--- src/rtl/mul_arb_pkg.sv ---
// Shared types and helpers for the multiplier arbiter: FSM state encoding and requester-ID width.
package mul_arb_pkg;

    typedef enum logic [1:0] {S_IDLE, S_ISSUE, S_WAIT, S_RESPOND} mul_arb_state_t;

    // A single requester still gets a 1-bit ID so ports never collapse to zero width.
    function automatic int id_width(input int m);
        return (m > 1) ? $clog2(m) : 1;
    endfunction

endpackage

--- src/rtl/rr_picker.sv ---
// Round-robin picker: first asserted request at or after ptr, wrapping modulo M.
module rr_picker
    import mul_arb_pkg::*;
#(
    parameter int M = 3,
    localparam int IW = id_width(M)
) (
    input  logic [M-1:0]  req,
    input  logic [IW-1:0] ptr,
    output logic [M-1:0]  grant,
    output logic [IW-1:0] idx,
    output logic          any
);

    always_comb begin : pick
        int k;
        grant = '0;
        idx   = '0;
        any   = 1'b0;
        k     = 0;
        for (int i = 0; i < M; i++) begin
            k = (int'(ptr) + i) % M;
            if (!any && req[k]) begin
                any      = 1'b1;
                grant[k] = 1'b1;
                idx      = IW'(k);
            end
        end
    end

endmodule

--- src/rtl/multiplier_arbiter.sv ---
// Shares one multi-cycle valid/ready multiplier among M requesters, one operation in flight,
// round-robin grant, result returned only to the requester that issued it.
module multiplier_arbiter
    import mul_arb_pkg::*;
#(
    parameter int N = 3,
    parameter int M = 3,
    localparam int IW = id_width(M)
) (
    input  logic             clk,
    input  logic             rst,
    input  logic [M-1:0]     req_valid,
    output logic [M-1:0]     req_ready,
    input  logic [M*N-1:0]   req_a,
    input  logic [M*N-1:0]   req_b,
    output logic [M-1:0]     resp_valid,
    input  logic [M-1:0]     resp_ready,
    output logic [2*N-1:0]   resp_product,
    output logic             busy,
    output logic [IW-1:0]    grant_id,
    output logic             mul_valid_i,
    input  logic             mul_ready_i,
    output logic [N-1:0]     mul_a,
    output logic [N-1:0]     mul_b,
    input  logic             mul_valid_o,
    output logic             mul_ready_o,
    input  logic [2*N-1:0]   mul_product
);

    mul_arb_state_t state, state_next;
    logic [IW-1:0]  ptr;
    logic [IW-1:0]  ptr_next;
    logic [M-1:0]   pick_grant;
    logic [IW-1:0]  pick_idx;
    logic           pick_any;
    logic           accept;
    logic           resp_done;

    rr_picker #(.M(M)) u_picker (
        .req   (req_valid),
        .ptr   (ptr),
        .grant (pick_grant),
        .idx   (pick_idx),
        .any   (pick_any)
    );

    assign accept    = (state == S_IDLE) && pick_any;
    assign resp_done = (state == S_RESPOND) && resp_ready[grant_id];
    // Next search starts just past the winner so a continuously requesting client cannot be skipped.
    assign ptr_next  = (pick_idx == IW'(M - 1)) ? '0 : pick_idx + 1'b1;

    always_comb begin
        state_next  = state;
        req_ready   = '0;
        resp_valid  = '0;
        mul_valid_i = 1'b0;
        mul_ready_o = 1'b0;
        case (state)
            S_IDLE: begin
                req_ready = pick_grant;
                if (pick_any) state_next = S_ISSUE;
            end
            S_ISSUE: begin
                mul_valid_i = 1'b1;
                if (mul_ready_i) state_next = S_WAIT;
            end
            S_WAIT: begin
                mul_ready_o = 1'b1;
                if (mul_valid_o) state_next = S_RESPOND;
            end
            S_RESPOND: begin
                for (int k = 0; k < M; k++) resp_valid[k] = (grant_id == IW'(k));
                if (resp_ready[grant_id]) state_next = S_IDLE;
            end
            default: state_next = S_IDLE;
        endcase
    end

    always_ff @(posedge clk or negedge rst) begin
        if (!rst) begin
            state        <= S_IDLE;
            ptr          <= '0;
            grant_id     <= '0;
            busy         <= 1'b0;
            mul_a        <= '0;
            mul_b        <= '0;
            resp_product <= '0;
        end else begin
            state <= state_next;
            if (accept) begin
                mul_a    <= req_a[pick_idx*N +: N];
                mul_b    <= req_b[pick_idx*N +: N];
                grant_id <= pick_idx;
                ptr      <= ptr_next;
                busy     <= 1'b1;
            end else if (resp_done) begin
                busy <= 1'b0;
            end
            if (state == S_WAIT && mul_valid_o) resp_product <= mul_product;
        end
    end

endmodule
--- config.mk ---
export PLATFORM = sky130hd
export DESIGN_NAME = multiplier_arbiter
export DESIGN_NICKNAME = d
export VERILOG_FILES = /design/src/rtl/mul_arb_pkg.sv /design/src/rtl/rr_picker.sv /design/src/rtl/multiplier_arbiter.sv
export SDC_FILE = /design/constraint.sdc
export NUM_CORES = 1
export LEC_CHECK = 0
export ABC_CLOCK_PERIOD_IN_PS = 2300
export BUFFER_PORTS_ARGS = -buffer_cell sky130_fd_sc_hd__buf_2
export CORE_MARGIN = 4
export CORE_UTILIZATION = 43
export DETAILED_ROUTE_END_ITERATION = 12
export PLACE_DENSITY = 0.88
export SYNTH_ARGS = -nofsm -noshare
export SYNTH_HDL_FRONTEND = slang
export SYNTH_HIERARCHICAL = 1
export SYNTH_SLANG_ARGS = --single-unit
--- constraint.sdc ---
create_clock -name clk -period 2.3 [get_ports clk]
set_input_delay 0.115 -clock clk [delete_from_list [all_inputs] [get_ports clk]]
set_output_delay 0.115 -clock clk [all_outputs]
set_load 0.005 [all_outputs]
# Word level (Yosys, flattened, before mapping)

Index checks and enable logic that the tools add are counted.

Bits of input ports: 34
Register bits after elaboration: 19
Word-level logic and storage cells: 87
Output and inout bits: 23

Reduce and logical (&&, ||, !) cells: 14
Muxes and demuxes: 38
$add $sub $neg: 3
Bitwise operators: 2
Equality and inequality tests: 10
Shift-type cells: 2
Divide/modulo/power cells: 3
$lt $le $gt $ge: 7
$mul: 1

Operators by type and width:

| kind                                                               | number |
|---|---|
| greater-or-equal comparator 32 x 1 -> 1 bit, second input constant | 3 |
| less-than comparator 32 x 4 -> 1 bit, second input constant        | 3 |
| modulo 32 x 3 -> 32 bit, second input constant                     | 2 |
| modulo 3 x 3 -> 32 bit, second input constant                      | 1 |
| variable part select 9 x 5 -> 3 bit                                | 2 |
| two-way mux 1 bit                                                  | 17 |
| two-way mux 2 bit                                                  | 8 |
| two-way mux 3 bit                                                  | 5 |
| binary-select mux 1 bit (select 2 bit)                             | 4 |
| equality test 2 bit, second input constant                         | 4 |
| logical AND 1 bit                                                  | 8 |
| case mux 2 bit (4 select lines)                                    | 1 |
| demux 1 bit (select 2 bit)                                         | 3 |
| != test 2 bit, second input constant                               | 3 |
| OR 3 bit                                                           | 2 |
| equality test 2 x 1 -> 1 bit, second input constant                | 2 |
| zero test 2 bit                                                    | 2 |
| multiplier 2 x 2 -> 4 bit, second input constant                   | 1 |
| AND reduction 4 bit                                                | 1 |
| adder 2 x 1 -> 3 bit, second input constant                        | 1 |
| adder 2 x 2 -> 3 bit, second input constant                        | 1 |
| less-than comparator 2 x 3 -> 1 bit, second input constant         | 1 |
| adder 2 x 1 -> 2 bit, second input constant                        | 1 |
| zero test 1 bit                                                    | 2 |
| other kinds (2)                                                    | 2 |

# Depth between registers and ports, before layout

Word-level depth: 13
Depth in mapped cells: 12
Gate-level depth less buffers: 10

# Cells and area by module

Netlist, hierarchy kept.

By module, submodules not included:

| module             | area an instance (sq um) | cells each | times used | seq. area each (sq um) |
|---|---|---|---|---|
| multiplier_arbiter | 979.7                    | 93         | 1          | 475.5 |
| rr_picker          | 381.6                    | 52         | 1          | 0.0 |

# Least setup slack after synthesis

No wires, ideal clock.

Kind: register to register
From: register ptr[1]
To: register state[1]
Arrival: 2.081 ns
Buffers on the path: 1
Setup slack: 0.092 ns
Required time: 2.172 ns
Library setup time: 0.128 ns
Period minus slack after synthesis: 2.208 ns
Stages on the path, launching flop included: 11
Path through: dfrtp_1 > inv_1 > ha_1 > buf_6 > mux2i_4 > mux2i_4 > o21bai_1 > inv_1 > a222oi_1 > o21ai_1 > mux2_1

Cells in the longest elaborated chain, start to end: 13
Elaborated cells on any way between the ends: 23
Classes of those cells: 2 x add/sub; 3 x div; 1 x eq/ne; 12 x mux; 5 x reduce/logical

RTL lines:

| item                                                                             | line                     | RTL |
|---|---|---|
| start: declaration                                                               | multiplier_arbiter.sv:31 | `logic [IW-1:0] ptr;` |
| start signal: assignment                                                         | multiplier_arbiter.sv:94 | `ptr <= ptr_next;` |
| parallel branches: the longest is 10 deep, another holds modulo 32 x 3 -> 32 bit | n/a                      |  |
| two-way mux 1 bit (*)                                                            | rr_picker.sv:23          | `if (!any && req[k]) begin` |
| via pick_any                                                                     | multiplier_arbiter.sv:35 | `logic pick_any;` |
| != test 2 bit (no line) (*)                                                      | n/a                      |  |
| AND reduction 4 bit (no line) (*)                                                | n/a                      |  |
| end signal: assignment                                                           | multiplier_arbiter.sv:89 | `state <= state_next;` |
| end: declaration                                                                 | multiplier_arbiter.sv:30 | `mul_arb_state_t state, state_next;` |

Mark *: on every way through the listed nets, which the timed path passes. The select of a mux whose other input is x is not followed.
A chain may end at the register's enable or synchronous reset.

# Worst setup path after layout

From: register ptr[0]
To: register mul_a[1]

Cells in the longest elaborated chain, start to end: 13
Elaborated cells on any way between the ends: 27
Classes of those cells: 2 x add/sub; 1 x mul; 3 x div; 1 x shift; 15 x mux; 5 x reduce/logical

RTL lines:

| item                                                                             | line                     | RTL |
|---|---|---|
| parallel branches: the longest is 10 deep, another holds modulo 32 x 3 -> 32 bit | n/a                      |  |
| two-way mux 2 bit (*)                                                            | rr_picker.sv:23          |  |
| via pick_idx[0]                                                                  | multiplier_arbiter.sv:34 | `logic [IW-1:0] pick_idx;` |
| multiplier 2 x 2 -> 4 bit (*)                                                    | multiplier_arbiter.sv:91 | `mul_a <= req_a[pick_idx*N +: N];` |
| variable part select 9 x 5 -> 3 bit (*)                                          | multiplier_arbiter.sv:91 |  |
| end signal: assignment                                                           | multiplier_arbiter.sv:91 |  |
| end: declaration                                                                 | multiplier_arbiter.sv:23 | `output logic [N-1:0] mul_a,` |

Marks and branches as above.

==> metrics.log <==
[metrics] Post-synth EDFFs: 0
[metrics] CP required: 2.50 ns
[metrics] Max Buffers Root-to-Sink: 2
[metrics] CTS tree: yes
[metrics] clock sink total: 19
[metrics] final period demand of the worst path: 2.26 ns
[metrics] Worst-Margin Slew: 0.396 ns
[metrics] via count of the routed design: 1332
[metrics] Placement Rows: 20
[metrics] Die X: 64.3 µm
[metrics] first-pass GRT wire length: 5300 µm
[metrics] Clock Skews: 0.00371 ns
[metrics] Maximum Capacitance Violations: 0
[metrics] maximum achievable frequency: 0.442 GHz
[metrics] static leakage power: 0.947 nW
[metrics] clock root cell: sky130_fd_sc_hd__clkbuf_4
[metrics] cell at the slowest stage of the critical path: sky130_fd_sc_hd__dfrtp_2
[metrics] effective utilization at floorplan: 44.6%
[metrics] share of flip-flops with an asynchronous set or reset after synthesis: 100%
[metrics] Period Utilization, post-route: 98.4%
[metrics] remaining routing DRC violations: 0
[metrics] post-CTS clock slew at the launch and capture registers of the worst setup and hold paths: 0.10 ns
[metrics] count of distinct cell types in the synthesized netlist: 40
[metrics] Peak VDD IR: 0.000679 V
[metrics] Die Footprint: 4130 µm²
[metrics] predominant post-synthesis flop cell: sky130_fd_sc_hd__dfrtp_1
[metrics] Overflow after GRT: 0
[metrics] series of cell instances along the critical path: inv_2, ha_4, buf_4, nor3_1, o211ai_1, a21oi_1, nor2b_1, buf_4, a21oi_1, o21ai_0
[metrics] GP Congestion: 0.894
[metrics] H-tree lvl count: 1
[metrics] overall fraction of global-route tracks in use: 15.7%
[metrics] number of clock buffers inserted by TritonCTS: 3
[metrics] Mapped Cells: 145
[metrics] total of endpoints with negative setup slack in the final report: 0
[metrics] share of post-route cells with drive strength above 1: 47.9%
[metrics] count of port buffers added during placement: 56
[metrics] combined buffer and inverter count along the critical path: 3
[metrics] run status: completed
[metrics] final sum of negative setup slack: 0 ns
[metrics] detailed placement HPWL: 2710 µm
[metrics] Post-Syn Nets: 188
[metrics] kind of cell adding the most delay to the critical path: compound AO/OA/AOI/OAI gates
[metrics] Final Hold Vio Count: 0
[metrics] critical path startpoint category: register
[metrics] Core Util, Final: 62.5%
[metrics] number of nets in the layout: 261
[metrics] Wirelength per Cell: 13.5 µm
[metrics] part of the Yosys area used for sequential elements: 34.9%
[metrics] post-synthesis instance area: 1360 µm²
[metrics] total count of max-transition violations in the final report: 0
[metrics] total of fill cells in the finished design: 279
[metrics] tightest hold margin: 0.0514 ns
[metrics] Core Area: 3050 µm²
[metrics] maximum fanout along the worst path: 5
[metrics] worst relative slew slack: 73.6%
[metrics] PD cells: 1300 nW/µm²
[metrics] number of cells on the critical path: 10
[metrics] mean instance size in the synthesized netlist: 9.39 µm²
[metrics] length of the first detailed-routing pass in iterations: 5
[metrics] class of the tightest hold or removal check: input pin to register
[metrics] top area cells in the synthesized netlist: sky130_fd_sc_hd__dfrtp_1 (35%), sky130_fd_sc_hd__ha_1 (8.3%), sky130_fd_sc_hd__mux2_2 (7.4%), sky130_fd_sc_hd__mux2i_1 (6.6%), sky130_fd_sc_hd__a21oi_1 (4.8%)
[metrics] Commonest cells post-synth: sky130_fd_sc_hd__dfrtp_1 (19), sky130_fd_sc_hd__a21oi_1 (13), sky130_fd_sc_hd__nand2_1 (13), sky130_fd_sc_hd__nor2_1 (12), sky130_fd_sc_hd__inv_1 (11)
[metrics] Worst Reg2Reg Path Length in Cells: 10
[metrics] placement-stage worst setup slack: -0.111 ns
[metrics] critical path start-end classification: register to register
[metrics] DR iter-0 viols: 84
[metrics] Warnings, synthesis: 6
[metrics] RSZ-0062 raised after global routing: yes
[metrics] post-route setup slack: 0.0365 ns
[metrics] data arrival at the endpoint of the critical path: 2.47 ns
[metrics] Skew-Pair Late Insertion Delay: 0.29 ns
[metrics] total routed wirelength: 3520 µm
[metrics] largest incremental delay on the critical path: 0.46 ns
[metrics] vias in the first global route: 1225
[metrics] Die Ht: 64.3 µm
[metrics] area added between synthesis and finish: 40.3%
[metrics] most area-hungry cell type in the Yosys netlist: sky130_fd_sc_hd__dfrtp_1
[metrics] Antenna Nets Post-Route: 0
[metrics] via density per instance: 5.10
[metrics] area share of the largest cell type after synthesis: 34.9%
[metrics] Overall Power: 2.49 mW
[metrics] number of stages on the worst hold path: 2
[metrics] # IOs: 57
[metrics] most frequent cell after synthesis: sky130_fd_sc_hd__dfrtp_1
[metrics] number of antenna violations at the first check in global routing: 0
[metrics] maximum number of pins on one net before global-route repair: 20
[metrics] Inserted Diodes: 0
[metrics] CP endpoint kind: register
[metrics] flip-flop and latch count after synthesis: 19
-- layout by cell type, fill, tap and decap left out, types with 3 or more instances in the layout --
cell type / synthesis / final
sky130_fd_sc_hd__a21oi_1: 13 / 12
sky130_fd_sc_hd__and2_1: 3 / 3
sky130_fd_sc_hd__buf_2: 3 / 56
sky130_fd_sc_hd__buf_4: 0 / 15
sky130_fd_sc_hd__clkbuf_4: 0 / 3
sky130_fd_sc_hd__dfrtp_1: 19 / 18
sky130_fd_sc_hd__ha_1: 9 / 6
sky130_fd_sc_hd__ha_4: 0 / 3
sky130_fd_sc_hd__inv_1: 11 / 9
sky130_fd_sc_hd__mux2_2: 9 / 9
sky130_fd_sc_hd__mux2i_1: 9 / 9
sky130_fd_sc_hd__nand2_1: 13 / 13
sky130_fd_sc_hd__nor2_1: 12 / 11
sky130_fd_sc_hd__o21ai_0: 6 / 6
-- state kept, by name, summed over array words and instances, names as in the netlist --
| name | cells |
|---|---|
| ptr | 2 |
| busy | 1 |
| grant_id | 2 |
| resp_product | 6 |
| mul_a | 3 |
| state | 2 |
| mul_b | 3 |
-- cell families (layout without fill, tap and decap cells) --
| kind of cell | after synthesis | in the layout | synth area share [%] |
|---|---|---|---|
| AND/OR/NAND/NOR | 43 | 43 | 15.4 |
| AO/OA/AOI/OAI | 36 | 36 | 16.9 |
| flip-flops | 19 | 19 | 34.9 |
| adder cells (fa/ha/maj) | 9 | 9 | 8.27 |
| buffers and inverters | 17 | 89 | 6.25 |
| multiplexers | 21 | 21 | 18.2 |
-- final timing paths --
check                           slack (ns)         endpoint           start
min in group asynchronous             0.27  resp_product[1]             rst
worst max-delay path                  0.04         mul_a[1]          ptr[0]
max in group asynchronous             1.73           ptr[0]             rst
worst min-delay path                  0.05  resp_product[5]  mul_product[5]
worst max register to register        0.04         mul_a[1]          ptr[0]
worst min register to register        0.50         mul_a[0]        mul_a[0]
-- area by class of cell --
type                       count  area [µm²]  share of cell area, %
multi-input combinational    109         883                   46.3
sequential                    19         477                   25.0
timing repair buffer          74         425                   22.3
tap                           44        55.1                   2.88
inverter                      11        41.3                   2.16
clock buffer                   3        22.5                   1.18
clock inverter                 1        5.00                  0.262
-- what timing repair did --
item | 4_1_cts | 5_1_grt
resized for setup | 2 | 19
hold buffers | 1 | 0
buffers inserted | 1 | 2
hold endpoints to repair | 19 | 0
pin swaps | 0 | 3
gates cloned | 0 | 0
endpoints found under the setup margin | 7 | 11
-- per-stage QoR --
step	instance area (µm²)	instances
floorplan	1360	145
global placement	1760	253
detailed placement	1760	253
CTS	1810	259
global route	1910	261
finish	1910	261
-- report_power, final --
part	switching [mW]	total (mW)	internal, mW	leakage (nW)
Clock	0.0951	0.160	0.0645	0.0177
Combinational	0.833	1.72	0.886	0.699
Sequential	0.115	0.613	0.498	0.231
-- per-layer routing --
layer / vias up / share of wire [%] / global-route usage (%)
met5: - / 0 / 0
met4: 0 / 0.82 / 5.80
met3: 4 / 9.0 / 4.22
met2: 51 / 50 / 25.6
met1: 622 / 40 / 19.8
li1: 655 / - / -
-- worst reg2reg max path, cell delays in order (launching register included) --
cell and delay [ns]:
sky130_fd_sc_hd__dfrtp_2 0.46, sky130_fd_sc_hd__inv_2 0.12, sky130_fd_sc_hd__ha_4 0.23, sky130_fd_sc_hd__buf_4 0.15
sky130_fd_sc_hd__nor3_1 0.20, sky130_fd_sc_hd__o211ai_1 0.15, sky130_fd_sc_hd__a21oi_1 0.25, sky130_fd_sc_hd__nor2b_1 0.24
sky130_fd_sc_hd__buf_4 0.17, sky130_fd_sc_hd__a21oi_1 0.06, sky130_fd_sc_hd__o21ai_0 0.16
No activity file was read; power rests on OpenSTA's default activity.
